==> src/rtl/mem_arb_pkg.sv <==
// Shared definitions for the memory request arbiter: size encodings, FSM state
// type and a helper that sizes channel-index fields.
package mem_arb_pkg;

  // Access size encodings carried on req_size / mc_len.
  localparam logic [1:0]  SZ_BYTE       = 2'd0;
  localparam logic [1:0]  SZ_HALF       = 2'd1;
  localparam logic [1:0]  SZ_WORD       = 2'd2;
  localparam int unsigned SZ_SIGNED_BIT = 2;

  typedef enum logic {ARB_IDLE, ARB_BUSY} arb_state_e;

  // Width of a channel index; a single-channel build still gets one bit.
  function automatic int unsigned idx_w(input int unsigned n);
    return (n > 1) ? $clog2(n) : 1;
  endfunction

endpackage

==> src/rtl/mem_arbiter_rr_picker.sv <==
// Combinational request picker. It returns the first eligible channel at or
// after the search start. Fixed mode starts at 0. Round-robin mode starts one
// past the last grant.
module rr_picker
  import mem_arb_pkg::*;
#(
  parameter int unsigned NCH = 3
) (
  input  logic [NCH-1:0]        eligible,
  input  logic [idx_w(NCH)-1:0] last_grant,
  input  logic                  rr_mode,
  output logic [idx_w(NCH)-1:0] grant,
  output logic                  any
);

  localparam int unsigned GW = idx_w(NCH);

  int unsigned    start;
  logic [NCH-1:0] rot;

  // Rotate the mask so the search start sits at bit 0, then take the first set bit.
  always_comb begin
    any   = 1'b0;
    grant = '0;
    start = rr_mode ? ((32'(last_grant) + 32'd1) % NCH) : 32'd0;
    rot   = NCH'({eligible, eligible} >> start);
    for (int unsigned i = 0; i < NCH; i++) begin
      if (!any && rot[i]) begin
        any   = 1'b1;
        grant = GW'((start + i) % NCH);
      end
    end
  end

endmodule

==> src/rtl/mem_arbiter.sv <==
// N-channel memory request arbiter in front of the byte-serial memory
// controller. It grants one latched request at a time, returns the result with
// a one-cycle ready pulse, and on flush kills speculative reads on masked
// channels while letting writes finish.
module mem_arbiter
  import mem_arb_pkg::*;
#(
  parameter int unsigned    NCH        = 3,
  parameter int unsigned    ADDR_W     = 32,
  parameter int unsigned    DATA_W     = 32,
  parameter int unsigned    RR_MODE    = 0,
  parameter logic [NCH-1:0] FLUSH_MASK = {NCH{1'b1}}
) (
  input  logic                  clk_in,
  input  logic                  rst_in,
  input  logic                  rdy_in,
  input  logic                  flush,
  input  logic [NCH-1:0]        req_valid,
  input  logic [NCH-1:0]        req_wr,
  input  logic [3*NCH-1:0]      req_size,
  input  logic [ADDR_W*NCH-1:0] req_addr,
  input  logic [DATA_W*NCH-1:0] req_wdata,
  output logic [NCH-1:0]        req_ready,
  output logic [DATA_W-1:0]     req_rdata,
  output logic                  mc_valid,
  output logic                  mc_wr,
  output logic [ADDR_W-1:0]     mc_addr,
  output logic [2:0]            mc_len,
  output logic [DATA_W-1:0]     mc_data,
  input  logic                  mc_ready,
  input  logic [DATA_W-1:0]     mc_res,
  output logic                  mc_abort
);

  localparam int unsigned GW = idx_w(NCH);

  arb_state_e        state_q, state_d;
  logic [GW-1:0]     grant_q, grant_d;
  logic [GW-1:0]     last_q, last_d;
  logic              mc_wr_q, mc_wr_d;
  logic [ADDR_W-1:0] mc_addr_q, mc_addr_d;
  logic [2:0]        mc_len_q, mc_len_d;
  logic [DATA_W-1:0] mc_data_q, mc_data_d;
  logic              abort_q, abort_d;

  logic [NCH-1:0]    eligible;
  logic [NCH-1:0]    grant_oh;
  logic [GW-1:0]     pick;
  logic              pick_any;
  logic              sel_wr;
  logic [2:0]        sel_size;
  logic [ADDR_W-1:0] sel_addr;
  logic [DATA_W-1:0] sel_data;
  logic              busy;
  logic              kill;
  logic              done;

  assign eligible = req_valid & ~(flush ? FLUSH_MASK : '0);

  rr_picker #(
    .NCH(NCH)
  ) u_picker (
    .eligible  (eligible),
    .last_grant(last_q),
    .rr_mode   (RR_MODE != 0),
    .grant     (pick),
    .any       (pick_any)
  );

  // Select the picked channel's request fields for latching.
  always_comb begin
    sel_wr   = 1'b0;
    sel_size = '0;
    sel_addr = '0;
    sel_data = '0;
    for (int unsigned i = 0; i < NCH; i++) begin
      if (pick == GW'(i)) begin
        sel_wr   = req_wr[i];
        sel_size = req_size[i*3 +: 3];
        sel_addr = req_addr[i*ADDR_W +: ADDR_W];
        sel_data = req_wdata[i*DATA_W +: DATA_W];
      end
    end
  end

  // Decode the held grant index to one-hot for ready steering and flush masking.
  always_comb begin
    grant_oh = '0;
    for (int unsigned i = 0; i < NCH; i++) begin
      grant_oh[i] = (grant_q == GW'(i));
    end
  end

  assign busy = (state_q == ARB_BUSY);
  // Only reads on flushable channels are speculative; writes always retire.
  assign kill = busy & flush & ~mc_wr_q & |(grant_oh & FLUSH_MASK);
  assign done = busy & mc_ready & rdy_in & ~kill;

  assign req_ready = done ? grant_oh : '0;
  assign req_rdata = mc_res;
  assign mc_valid  = busy;
  assign mc_wr     = mc_wr_q;
  assign mc_addr   = mc_addr_q;
  assign mc_len    = mc_len_q;
  assign mc_data   = mc_data_q;
  assign mc_abort  = abort_q & rdy_in;

  // Next-state logic: grant from IDLE, complete or abort from BUSY, hold while paused.
  always_comb begin
    state_d   = state_q;
    grant_d   = grant_q;
    last_d    = last_q;
    mc_wr_d   = mc_wr_q;
    mc_addr_d = mc_addr_q;
    mc_len_d  = mc_len_q;
    mc_data_d = mc_data_q;
    abort_d   = abort_q;
    if (rdy_in) begin
      abort_d = 1'b0;
      unique case (state_q)
        ARB_IDLE: begin
          if (pick_any) begin
            state_d   = ARB_BUSY;
            grant_d   = pick;
            last_d    = pick;
            mc_wr_d   = sel_wr;
            mc_addr_d = sel_addr;
            mc_len_d  = sel_size;
            mc_data_d = sel_data;
          end
        end
        ARB_BUSY: begin
          if (kill) begin
            state_d = ARB_IDLE;
            abort_d = 1'b1;
          end else if (mc_ready) begin
            state_d = ARB_IDLE;
          end
        end
        default: state_d = ARB_IDLE;
      endcase
    end
  end

  // State and latched request registers.
  always_ff @(posedge clk_in or posedge rst_in) begin
    if (rst_in) begin
      state_q   <= ARB_IDLE;
      grant_q   <= '0;
      last_q    <= GW'(NCH - 1);
      mc_wr_q   <= 1'b0;
      mc_addr_q <= '0;
      mc_len_q  <= '0;
      mc_data_q <= '0;
      abort_q   <= 1'b0;
    end else begin
      state_q   <= state_d;
      grant_q   <= grant_d;
      last_q    <= last_d;
      mc_wr_q   <= mc_wr_d;
      mc_addr_q <= mc_addr_d;
      mc_len_q  <= mc_len_d;
      mc_data_q <= mc_data_d;
      abort_q   <= abort_d;
    end
  end

endmodule

==> config.mk <==
export PLATFORM = sky130hd
export DESIGN_NAME = mem_arbiter
export DESIGN_NICKNAME = d
export VERILOG_FILES = /design/src/rtl/mem_arb_pkg.sv /design/src/rtl/mem_arbiter_rr_picker.sv /design/src/rtl/mem_arbiter.sv
export SDC_FILE = /design/constraint.sdc
export NUM_CORES = 1
export LEC_CHECK = 0
export BUFFER_PORTS_ARGS = -buffer_cell sky130_fd_sc_hd__buf_2
export CORE_AREA = 2 2 136 138
export DETAILED_ROUTE_END_ITERATION = 10
export DIE_AREA = 0 0 138 140
export PLACE_DENSITY = 0.62
export SETUP_SLACK_MARGIN = 0.2
export SYNTH_ARGS = -nofsm -noshare
export SYNTH_HDL_FRONTEND = slang
export SYNTH_SLANG_ARGS = --single-unit
==> constraint.sdc <==
create_clock -name clk_in -period 2.8 [get_ports clk_in]
set_input_delay 0.28 -clock clk_in [delete_from_list [all_inputs] [get_ports clk_in]]
set_output_delay 0.28 -clock clk_in [all_outputs]
set_load 0.1 [all_outputs]
==> Yosys cells after proc, flatten, opt, wreduce, memory -nomap -nowiden <==
Index checks and enable logic that the tools add are counted.
{ "word_totals": {"register_bits": 72, "latch_bits": 0, "mem_bits_rw": 0, "rom_bits": 0, "input_bits": 244, "output_inout_bits": 105, "wordCells": 56, "mem_count": 0} }
{ "classes": {"addsub": 0, "mul": 0, "n_div": 0, "n_lt_le_gt_ge": 0, "n_eq_ne": 4, "shifts": 0, "n_mux": 25, "n_bitwise": 12, "n_reduce_logical": 8} }
{ "op_table": {"columns": ["cell", "count"], "rows": [
  ["$mux 32", 6],
  ["$mux 3", 5],
  ["$mux 1", 12],
  ["$and 1x1->1", 7],
  ["$eq 2x1->1 const B", 2],
  ["$eq 2x2->1 const B", 2],
  ["$logic_not 2->1", 2],
  ["$and 3x3->3", 1],
  ["$not 1->1", 3],
  ["$not 3->3", 1],
  ["$reduce_and 3->1", 1],
  ["$reduce_or 3->1", 1],
  ["$logic_and 1x1->1", 2],
  ["$logic_not 1->1", 2],
  ["$mux 2", 1],
  ["$pmux 1 s2", 1]
]} }

==> Longest topological paths before layout <==
Gate-level depths: netlist of the first run.
{ "depth": {"ltp_word": 14, "depth_mapped": 7, "depth_no_buf": 4} }

==> By module <==
From an unflattened synthesis of the first run, not the netlist that was laid out.
{ "hier_totals": {"hier_cells": 1103, "hier_area_um2": 8762.2} }
{ "modules_own_cells": {"columns": ["mod", "instances", "cells_each", "area_per_inst_um2", "seq_area_each_um2"], "rows": [
  ["mem_arbiter", 1, 512, 4959.8, 1828.0],
  ["rr_picker", 1, 591, 3802.4, 0.0]
]} }

==> Least setup slack after synthesis of the first run <==
Ideal clock, no wire load.
{ "synth_timing": {"path_kind": "register to output", "startpoint": "register mc_wr_q (netlist: mc_wr)", "endpoint": "output port req_ready[2]", "t_arrival_ns": 3.567, "t_required_ns": 2.520, "path_slack_ns": -1.047, "path_stages_with_launch": 4, "path_buffers": 0, "path_cell_list": "dfrtp_1 -> nand3b_1 -> nand4_1 -> nor3b_1"} }
{ "synth_via": {"elab_chain_len": 6} }
{ "synth_rtl": {"columns": ["item", "line_no", "source"], "rows": [
  ["start: declaration", "mem_arbiter.sv:40", "logic mc_wr_q, mc_wr_d;"],
  ["start signal: assignment", "mem_arbiter.sv:160", "mc_wr_q <= mc_wr_d;"],
  ["$not 1->1", "mem_arbiter.sv:96", "assign kill = busy & flush & ~mc_wr_q & |(grant_oh & FLUSH_MASK);"],
  ["$and 1x1->1 (2 in series)", "mem_arbiter.sv:96", null],
  ["$not 1->1", "mem_arbiter.sv:97", "assign done = busy & mc_ready & rdy_in & ~kill;"],
  ["$and 1x1->1", "mem_arbiter.sv:97", null],
  ["$mux 3", "mem_arbiter.sv:99", "assign req_ready = done ? grant_oh : '0;"],
  ["end: declaration", "mem_arbiter.sv:23", "output logic [NCH-1:0] req_ready,"]
]} }
Every way passes these cells.

==> Worst setup path after layout of the first run <==
{ "layout_timing": {"startpoint": "register grant_q[1]", "endpoint": "output port req_ready[2]"} }
{ "layout_via": {"elab_chain_len": 6, "word_cells_on_any_way": 8, "cone_classes": "2 x eq/ne; 1 x mux; 3 x bitwise; 2 x reduce/logical"} }
{ "layout_rtl": {"columns": ["item", "line_no", "source"], "rows": [
  ["start: declaration", "mem_arbiter.sv:38", "logic [GW-1:0] grant_q, grant_d;"],
  ["start signal: assignment", "mem_arbiter.sv:158", "grant_q <= grant_d;"],
  ["$eq 2x1->1 (tied with other cells)", "mem_arbiter.sv:90", "grant_oh[i] = (grant_q == GW'(i));"],
  ["$reduce_or 3->1", "mem_arbiter.sv:96", null],
  ["$and 1x1->1", "mem_arbiter.sv:96", null],
  ["$not 1->1", "mem_arbiter.sv:97", null],
  ["$and 1x1->1", "mem_arbiter.sv:97", null],
  ["$mux 3 *", "mem_arbiter.sv:99", null]
]} }
Every way passes the cells marked *; elsewhere a longest branch is shown, timed or not.

==> results of run 1 <==
[cell usage after synthesis]
library cell    n  area (um2)
o21ai_0       185         926
dfrtp_1        72        1800
nand2_1        72         270
nor3b_1        70         526
nor2b_1        68         425
buf_4          33         248
clkbuf_1       23        86.3
o21ai_1        20         100
buf_2          18        90.1
clkbuf_2        5        25.0
buf_6           4        45.0
inv_1           4        15.0
a21oi_1         2        10.0
a21boi_0        1        7.51
and2_1          1        6.26
nand3_1         1        5.00
nand3b_1        1        7.51
nand4_1         1        6.26
nor2_4          1        11.3
nor3_1          1        5.00
nor3b_4         1        18.8
o21a_2          1        8.76
o21ai_2         1        8.76
o22ai_1         1        6.26
or2_1           1        6.26
[flip-flops by register name, indices dropped and copies added (netlist names)]
| name | flops |
|---|---|
| mc_wr | 1 |
| grant_q | 2 |
| mc_addr | 32 |
| abort_q | 1 |
| mc_len | 3 |
| mc_valid | 1 |
| mc_data | 32 |
[routing by layer]
metal	global-route usage	vias to the layer above	part of all wire
met2	0.281	186	0.48
met4	0.0499	0	0.016
met5	0	-	0
li1	-	2421	-
met3	0.0424	25	0.059
met1	0.199	2214	0.44
[area by class of cell]
cell class / instances / area (um2)
Clock buffer: 11 / 243
Clock inverter: 5 / 80.1
Fill cell: 1933 / 11400
Inverter: 4 / 16.3
Multi-Input combinational cell: 429 / 2400
Sequential cell: 72 / 1800
Tap cell: 229 / 287
Timing Repair Buffer: 293 / 1530
[per-stage QoR]
stage	instance area (um2)	instances	hold WS, ps	setup WS (ps)	power, uW
after floorplan	4700	588	389	424	4380
after global placement	6030	1027	417	819	4780
after detailed placement	6030	1027	433	798	4810
after CTS	6350	1043	62.6	402	6100
after global routing	6350	1043	93.3	308	6320
final	6350	1043	44.2	414	6020
[placed cells by master, fill, tap and decap left out, types with 3 or more instances in the layout]
master     synthesis  layout
buf_12             0       3
buf_2             18     283
buf_4             33       7
clkbuf_16          0       9
dfrtp_1           72      70
inv_1              4       3
nand2_1           72      72
nor2b_1           68      68
nor3b_1           70      68
nor3b_4            1       3
o21ai_0          185     185
o21ai_1           20      20
[worst register-to-register path, stage by stage (launching register included)]
cell and delay [ps]:
dfrtp_2 450, nor3b_4 310, o21ai_4 90, buf_4 320, nand2_1 170, o21ai_0 100
[power groups by stage]
stage / clock (uW) / combinational, uW / sequential, uW
after detailed placement: 0 / 3280 / 1530
after global routing: 1360 / 3400 / 1560
after global placement: 0 / 3270 / 1520
after CTS: 1310 / 3280 / 1510
after floorplan: 0 / 689 / 3700
final: 1260 / 3250 / 1510
[cell families (layout without fill, tap and decap cells)]
| kind of cell | after synthesis | in the layout |
|---|---|---|
| compound gates | 211 | 211 |
| buf+inv | 87 | 313 |
| flops | 72 | 72 |
| simple gates | 218 | 218 |
[path summary, 6_finish.rpt]
path,startpoint,endpoint,slack (ps),depth (start not counted)
min reg2reg,mc_data[8]$_DFFE_PP0P_,mc_data[8]$_DFFE_PP0P_,470,2
min,rst_in,mc_addr[2]$_DFFE_PP0P_,40,2
max,grant_q[1]$_DFFE_PP0P_,req_ready[2],410,5
max in group asynchronous,rst_in,mc_data[11]$_DFFE_PP0P_,2110,3
max reg2reg,mc_valid$_DFFE_PP0P_,mc_data[10]$_DFFE_PP0P_,1210,5
min in group clk_in,rdy_in,abort_q$_DFFE_PP0P_,200,2
==> impl_metrics.py, run 1 <==
metrics = {
    "setup_path": {
        "cp.arrival_ps": 2110,
        "crit_buf_inv": 1,
        "worstPathRequired_ps": 2520,
        "path_class": "register to output pin",
        "critPathTopFamily": "simple AND/OR/NAND/NOR gates",
        "startpoint_type": "register",
        "end_kind": "output pin",
        "critPathMaxFanout": 5,
        "slowest_stage": "dfrtp_1",
        "critical_path.max_stage_delay_ps": 500,
        "cp_cell_sequence": "nand2_1 -> nand3b_1 -> nand4_1 -> nor3b_4 -> buf_2",
    },
    "synthesis": {
        "ys.warnings.count": 0,
        "synth_cell_type_count": 25,
        "syn_area_um2": 4670,
        "synth-xor-area-share": 0,
        "synth-simple-area-share": 0.276,
        "yosysSeqAreaShare": 0.386,
        "ys_ff_latch": 72,
        "synthMuxAreaShare": 0,
        "avgSynthCellArea_um2": 7.93,
        "synth_top_family_by_area": "simple AND/OR/NAND/NOR gates",
        "syn-num-nets": 832,
        "syn_inst": 588,
        "synth_compound_area_frac": 0.229,
        "synthAdderAreaFrac": 0,
    },
    "hold_path": {
        "holdCritPathClass": "primary input to asynchronous set/reset pin",
    },
    "final_layout": {
        "antenna_cells": 0,
        "drive_above_1_share": 0.391,
        "fin_util": 0.357,
        "syn2layout_area_growth_pct": 36.2,
        "final_nets": 1053,
    },
    "die": {
        "ios": 349,
        "start_util": 0.262,
        "die_h_um": 140,
        "die_w_um": 138,
        "die_area_um2": 19300,
        "core_area_um2": 17800,
        "row_count": 49,
    },
    "sta": {
        "fin_crit_sh": 0.852,
        "layout_min_cycle_time_ps": 2390,
        "setup_tns_ps": 0,
        "clock.fmax_ghz": 0.419,
        "drv_slew": 0,
        "maxSlewHeadroom": 0.498,
        "hold_violations": 0,
        "rsz0062_at_grt": "false",
        "skew_ps": 9.29,
        "worst_pin_slew_ps": 752,
        "setup_viol": 0,
    },
    "placement": {
        "place_congestion": 0.761,
        "portBuffers": 284,
        "hpwlAfterDp_um": 11600,
    },
    "global_routing": {
        "grt_pass1_wl_um": 25400,
        "grt_max_degree": 74,
        "grt_usage": 0.162,
        "antenna_found_initial": 0,
        "grt_overflow": 0,
        "grt_pass1_vias": 4692,
    },
    "cts": {
        "clk_pin_slew_ps": 60,
        "cts_tree": "built",
        "clockBufferDepth": 2,
        "insertion_delay_ps": 330,
        "cts_sinks": 72,
        "cts_resized": 0,
        "cts_root_buf": "clkbuf_16",
        "numCtsBuffers": 9,
        "h-tree-depth": 3,
        "cts_setup_buffers": 0,
        "hold_buffers": 0,
    },
    "drt": {
        "route.detailed.drc": 0,
        "vias_per_cell": 4.65,
        "drt_iter0_drc": 148,
        "ant_nets": 0,
        "vias": 4846,
        "avgRoutedWirePerCell_um": 15.2,
        "wirelength_um": 15800,
        "drtPass1Iterations": 4,
    },
    "flow_run": {
        "drv_cap": 0,
    },
    "power": {
        "combPwrFrac": 0.540,
        "swShare": 0.558,
        "power.switching_uw": 3360,
        "p_clk_frac": 0.209,
        "irDropWorstVdd_mv": 0.742,
        "share_seq_of_total_power": 0.251,
        "p_per_area_nw_per_um2": 947,
        "p_int_uw": 2660,
        "p_leak_uw": 0.00297,
    },
    "outcome": {
        "status": "finished clean",
    },
}
No activity file was read; power rests on OpenSTA's default activity.
==> run 2, diff against run 1 <==
- GPL_TIMING_DRIVEN: not set -> 0
==> run 2 against run 1 <==
Routed wire length up 21%. Clock skew about the same. Critical endpoint unchanged. Worst setup slack better by 10 ps. Worst hold slack better by 150 ps. Count of clock-buffer cells in the layout down 2. Clock power about the same. Global-route usage up 2.8 points. Critical path type unchanged.
==> impl_metrics.py, run 2 (synthesis results as in run 1) <==
metrics = {
    "cts": {
        "cts_tree": "built",
        "cts_root_buf": "clkbuf_16",
        "clk_pin_slew_ps": 60,
        "numCtsBuffers": 9,
        "clockBufferDepth": 2,
        "cts_resized": 0,
        "cts_setup_buffers": 0,
        "cts_sinks": 72,
        "hold_buffers": 1,
        "insertion_delay_ps": 340,
        "h-tree-depth": 3,
    },
    "global_routing": {
        "antenna_found_initial": 2,
        "grt_overflow": 0,
        "grt_max_degree": 49,
        "grt_usage": 0.191,
        "grt_pass1_vias": 5238,
        "grt_pass1_wl_um": 28900,
    },
    "placement": {
        "hpwlAfterDp_um": 14800,
        "portBuffers": 316,
        "place_congestion": 0.937,
        "dpl_cell_area_um2": 6600,
        "pre_cts_ws_ps": 727,
    },
    "setup_path": {
        "critPathMaxFanout": 5,
        "worstPathRequired_ps": 2520,
        "timing.rr.start": "mc_valid$_DFFE_PP0P_",
        "r2r_setup_slack_ps": 1190,
        "r2r.worst_path.cells": 6,
        "end_kind": "output pin",
        "path_class": "register to output pin",
        "cp.arrival_ps": 2100,
        "startpoint_type": "register",
        "crit-reg2reg-capture": "mc_addr[10]$_DFFE_PP0P_",
    },
    "final_layout": {
        "fill_cells": 1908,
        "final_cell_mix": "buf_2, o21ai_0, nand2_1, dfrtp_1",
        "drive_above_1_share": 0.437,
        "layout_commonest_cell": "buf_2",
        "syn2layout_area_growth_pct": 48.6,
        "fin_area_um2": 6940,
        "final_nets": 1161,
        "fin_util": 0.390,
    },
    "die": {
        "start_util": 0.262,
        "die_area_um2": 19300,
        "core_area_um2": 17800,
        "row_count": 49,
        "die_w_um": 138,
        "ios": 349,
        "die_h_um": 140,
    },
    "power": {
        "share_seq_of_total_power": 0.241,
        "power.switching_uw": 3620,
        "swShare": 0.573,
        "irDropWorstVdd_mv": 0.720,
        "p_clk_frac": 0.198,
        "total_power_uw": 6330,
        "p_int_uw": 2700,
        "p_per_area_nw_per_um2": 913,
        "p_leak_uw": 0.00336,
        "combPwrFrac": 0.561,
    },
    "flow_run": {
        "drv_cap": 0,
    },
    "hold_path": {
        "hold_end": "abort_q$_DFFE_PP0P_",
        "hold_start": "rdy_in",
        "holdCritPathClass": "primary input to register",
        "hold_depth": 2,
    },
    "drt": {
        "ant_nets": 0,
        "route.detailed.drc": 0,
        "vias_per_cell": 4.69,
        "drt_iter0_drc": 218,
        "drtPass1Iterations": 4,
        "wirelength_um": 19200,
        "avgRoutedWirePerCell_um": 16.6,
        "vias": 5411,
    },
    "sta": {
        "maxSlewHeadroom": 0.626,
        "clock.fmax_ghz": 0.421,
        "drv_slew": 0,
        "worst_pin_slew_ps": 562,
        "rsz0062_at_grt": "false",
        "setup_viol": 0,
        "layout_min_cycle_time_ps": 2380,
        "skew_ps": 9.32,
        "fin_crit_sh": 0.849,
        "setup_ws_ps": 424,
        "hold_violations": 0,
    },
    "outcome": {
        "status": "finished clean",
    },
}
[run 2: power by group through the flow]
| stage | clock [uW] | sequential (uW) | combinational [uW] |
|---|---|---|---|
| floorplan | 0 | 3700 | 689 |
| global placement | 0 | 1530 | 3560 |
| detailed placement | 0 | 1540 | 3570 |
| CTS | 1300 | 1530 | 3570 |
| global route | 1340 | 1560 | 3690 |
| finish | 1250 | 1530 | 3550 |
[run 2: worst max-delay path, stage by stage, from the launching register on]
cell and delay, ps:
dfrtp_1 510, nand2_1 90, nand3b_1 140, nand4_1 310, nor3b_4 260, buf_2 450
[run 2: through the flow]
stage | hold WS, ps | setup TNS [ps] | cells
2_1_floorplan | 389 | 0 | 588
3_3_place_gp | 459 | -29720 | 1133
3_5_place_dp | 297 | 0 | 1134
4_1_cts | 175 | 0 | 1151
5_1_grt | 198 | 0 | 1152
6_report | 197 | 0 | 1153
[run 2: final cells by class]
| cell class | count | area [um2] | share of cell area |
|---|---|---|---|
| Tap cell | 229 | 287 | 0.0413 |
| Buffer | 83 | 494 | 0.0713 |
| Inverter | 4 | 17.5 | 0.00253 |
| Timing Repair Buffer | 318 | 1620 | 0.233 |
| Clock inverter | 7 | 95.1 | 0.0137 |
| Multi-Input combinational cell | 429 | 2390 | 0.344 |
| Clock buffer | 9 | 225 | 0.0325 |
| Sequential cell | 72 | 1800 | 0.260 |
| Antenna cell | 2 | 5.00 | 0.000722 |
[run 2: how the worst max path moves through the flow]
stage / endpoint / start / slack [ps]
finish: req_ready[2] / grant_q[0]$_DFFE_PP0P_ / 420
global placement: mc_wr$_DFFE_PP0P_ / rst_in / -660
floorplan: req_ready[1] / mc_wr$_DFFE_PP0P_ / 420
CTS: req_ready[2] / grant_q[0]$_DFFE_PP0P_ / 400
detailed placement: mc_addr[24]$_DFFE_PP0P_ / flush / 730
global route: req_ready[2] / grant_q[0]$_DFFE_PP0P_ / 270
[run 2: per-layer routing]
metal,routed length (um),GRT usage,share of wire,vias up
li1,-,-,-,2647
met1,7910,0.237,0.41,2463
met2,9190,0.318,0.48,272
met3,1600,0.0513,0.083,29
met4,493,0.0709,0.026,0
met5,0,0,0,-
==> run 3, diff against run 2 <==
- ABC_AREA: not set -> 1
- CORE_AREA: 2 2 136 138 -> 2 2 134 136
- DIE_AREA: 0 0 138 140 -> 0 0 136 138
- PLACE_DENSITY: 0.62 -> 0.64
- clock period: 2.8 -> 2.45 ns (I/O delays scaled with it)
==> run 3 against run 2 <==
Utilization increased by 1.1 points. Via count up 6.8%. Routed wire length decreased by 1.1%. Power increased by 39%. Global-route usage up 0.35 points. Critical path depth increased by 1. Clock skew is 5.3 ps lower. Non-clock buffer count is 5 higher. Count of clock-buffer cells in the layout is 2 higher. Worst hold slack better by 8.4 ps. Final cell count up 7.4%. Largest cell class unchanged. Highest routed layer unchanged.
==> impl_metrics.py, run 3 <==
metrics = {
    "cts": {
        "h-tree-depth": 3,
        "cts_root_buf": "clkbuf_16",
        "cts_tree": "built",
        "cts_setup_buffers": 0,
        "numCtsBuffers": 9,
        "cts_resized": 0,
        "cts_sinks": 72,
        "insertion_delay_ps": 330,
        "hold_buffers": 1,
        "clk_pin_slew_ps": 60,
        "clockBufferDepth": 2,
    },
    "sta": {
        "fin_crit_sh": 0.784,
        "drv_slew": 0,
        "rsz0062_at_grt": "false",
        "holdWs_ps": 205,
        "maxSlewHeadroom": 0.545,
        "hold_violations": 0,
        "skew_ps": 3.99,
        "setup_viol": 0,
        "layout_min_cycle_time_ps": 1920,
        "worst_pin_slew_ps": 683,
        "clock.fmax_ghz": 0.521,
    },
    "final_layout": {
        "layout_commonest_cell": "buf_2",
        "fin_area_um2": 7030,
        "final_nets": 1248,
        "syn2layout_area_growth_pct": 47.3,
        "final_cell_mix": "buf_2, nand2_1, nand3_1, dfrtp_1, nand3b_1",
        "antenna_cells": 0,
        "drive_above_1_share": 0.397,
    },
    "global_routing": {
        "grt_usage": 0.194,
        "grt_max_degree": 39,
        "grt_pass1_wl_um": 28400,
        "grt_pass1_vias": 5505,
        "grt_overflow": 0,
        "antenna_found_initial": 0,
    },
    "setup_path": {
        "startpoint_type": "register",
        "cp.arrival_ps": 1670,
        "critPathMaxFanout": 5,
        "path_class": "register to output pin",
        "end_kind": "output pin",
        "worstPathRequired_ps": 2200,
        "r2r.worst_path.cells": 7,
    },
    "synthesis": {
        "yosysMostFrequentCell": "nand2_1",
        "synth-edff-count": 0,
        "synth.area.top_cells": "dfrtp_1, nand3_1, nand2_1",
        "synth_top_area_share": 0.377,
        "synth_cell_type_count": 16,
        "ys_ff_latch": 72,
        "syn-num-nets": 920,
        "syn_area_um2": 4770,
        "syn_inst": 676,
        "ys.warnings.count": 0,
        "ys.flop_type": "dfrtp_1",
        "yosys.area.top_type": "dfrtp_1",
        "yosysSeqAreaShare": 0.377,
        "async_reset_ff_frac": 1.00,
        "avgSynthCellArea_um2": 7.06,
        "synth_commonest_cells": "nand2_1, nand3_1, dfrtp_1",
    },
    "drt": {
        "drtPass1Iterations": 5,
        "avgRoutedWirePerCell_um": 15.3,
        "vias_per_cell": 4.67,
        "drt_iter0_drc": 202,
        "vias": 5777,
        "ant_nets": 0,
        "wirelength_um": 19000,
        "route.detailed.drc": 0,
    },
    "placement": {
        "hpwlAfterDp_um": 15000,
        "place_congestion": 0.816,
        "dpl_cell_area_um2": 6670,
        "portBuffers": 315,
    },
    "hold_path": {
        "holdCritPathClass": "primary input to register",
        "hold_depth": 4,
    },
    "die": {
        "core_area_um2": 17500,
        "start_util": 0.272,
        "die_area_um2": 18800,
        "row_count": 49,
        "ios": 349,
        "die_w_um": 136,
        "die_h_um": 138,
    },
    "power": {
        "p_per_area_nw_per_um2": 1250,
        "irDropWorstVdd_mv": 0.615,
        "p_leak_uw": 0.00392,
    },
    "outcome": {
        "status": "finished clean",
    },
    "flow_run": {
        "drv_cap": 0,
    },
}
-- run 3: cell types whose count changed in the layout (fill, tap and decap cells not counted), moves of 5 or more --
| cell | change |
|---|---|
| clkbuf_2 | -5 |
| nor2_2 | +5 |
| buf_2 | +6 |
| nor2b_1 | -68 |
| nand3_1 | +205 |
| nand3b_1 | +67 |
| o21ai_0 | -184 |
| nor3b_1 | -68 |
| nand2_1 | +149 |
| o21ai_1 | -19 |
-- run 3: routing by layer --
metal,vias up,global-route usage,part of all wire
met1,2612,0.232,0.41
met5,-,0,0
met3,17,0.0495,0.087
met4,0,0.0515,0.014
li1,2880,-,-
met2,268,0.343,0.49
-- run 3: worst paths after layout --
path / to / from / slack (ps)
worst max-delay path: req_ready[2] / mc_valid$_DFFE_PP0P_ / 530
worst min-delay path: mc_valid$_DFFE_PP0P_ / mc_ready / 210
worst max register to register: mc_addr[18]$_DFFE_PP0P_ / mc_valid$_DFFE_PP0P_ / 750
worst min register to register: mc_data[7]$_DFFE_PP0P_ / mc_data[7]$_DFFE_PP0P_ / 470
max in group asynchronous: mc_addr[3]$_DFFE_PP0P_ / rst_in / 1390
min in group asynchronous: mc_data[10]$_DFFE_PP0P_ / rst_in / 480
-- run 3: area by class of cell --
cell class | count | area, um2
clock inverters | 5 | 103
repair buffers | 317 | 1610
multi-input cells | 508 | 2460
flip-flops and latches | 72 | 1800
well taps | 229 | 287
fillers | 1927 | 10500
inverters | 7 | 28.8
clock buffers | 11 | 253
plain buffers | 89 | 497
-- run 3: cells by family (layout without fill, tap and decap cells) --
group	Yosys count	count (layout)	synth area share
compound gates	3	3	0.00393
buf+inv	96	429	0.110
flops	72	72	0.377
simple gates	505	505	0.509
-- run 3: critical path, stage by stage, from the launching register on --
cell and delay, ps:
dfrtp_1 420, nand2_1 80, nor2_1 50, nand2_1 60, nand4_1 160, nor2_2 130
buf_2 440
-- run 3: stage by stage --
stage                util  setup TNS, ps  worst slack [ps]  cells  total power, uW
floorplan               -              0              32.3    676             6260
global placement    0.379         -48560              -681   1220             7250
detailed placement  0.380              0               235   1221             7280
CTS                 0.401              0               501   1238             8890
global route        0.401              0               427   1238             9180
finish              0.401              0               530   1238             8820
-- run 3: power by group --
| group | internal, uW | switching, uW | leakage (uW) |
|---|---|---|---|
| combinational | 814 | 4510 | 0.00286 |
| clock | 1050 | 526 | 0.000172 |
| sequential | 1660 | 265 | 0.000886 |
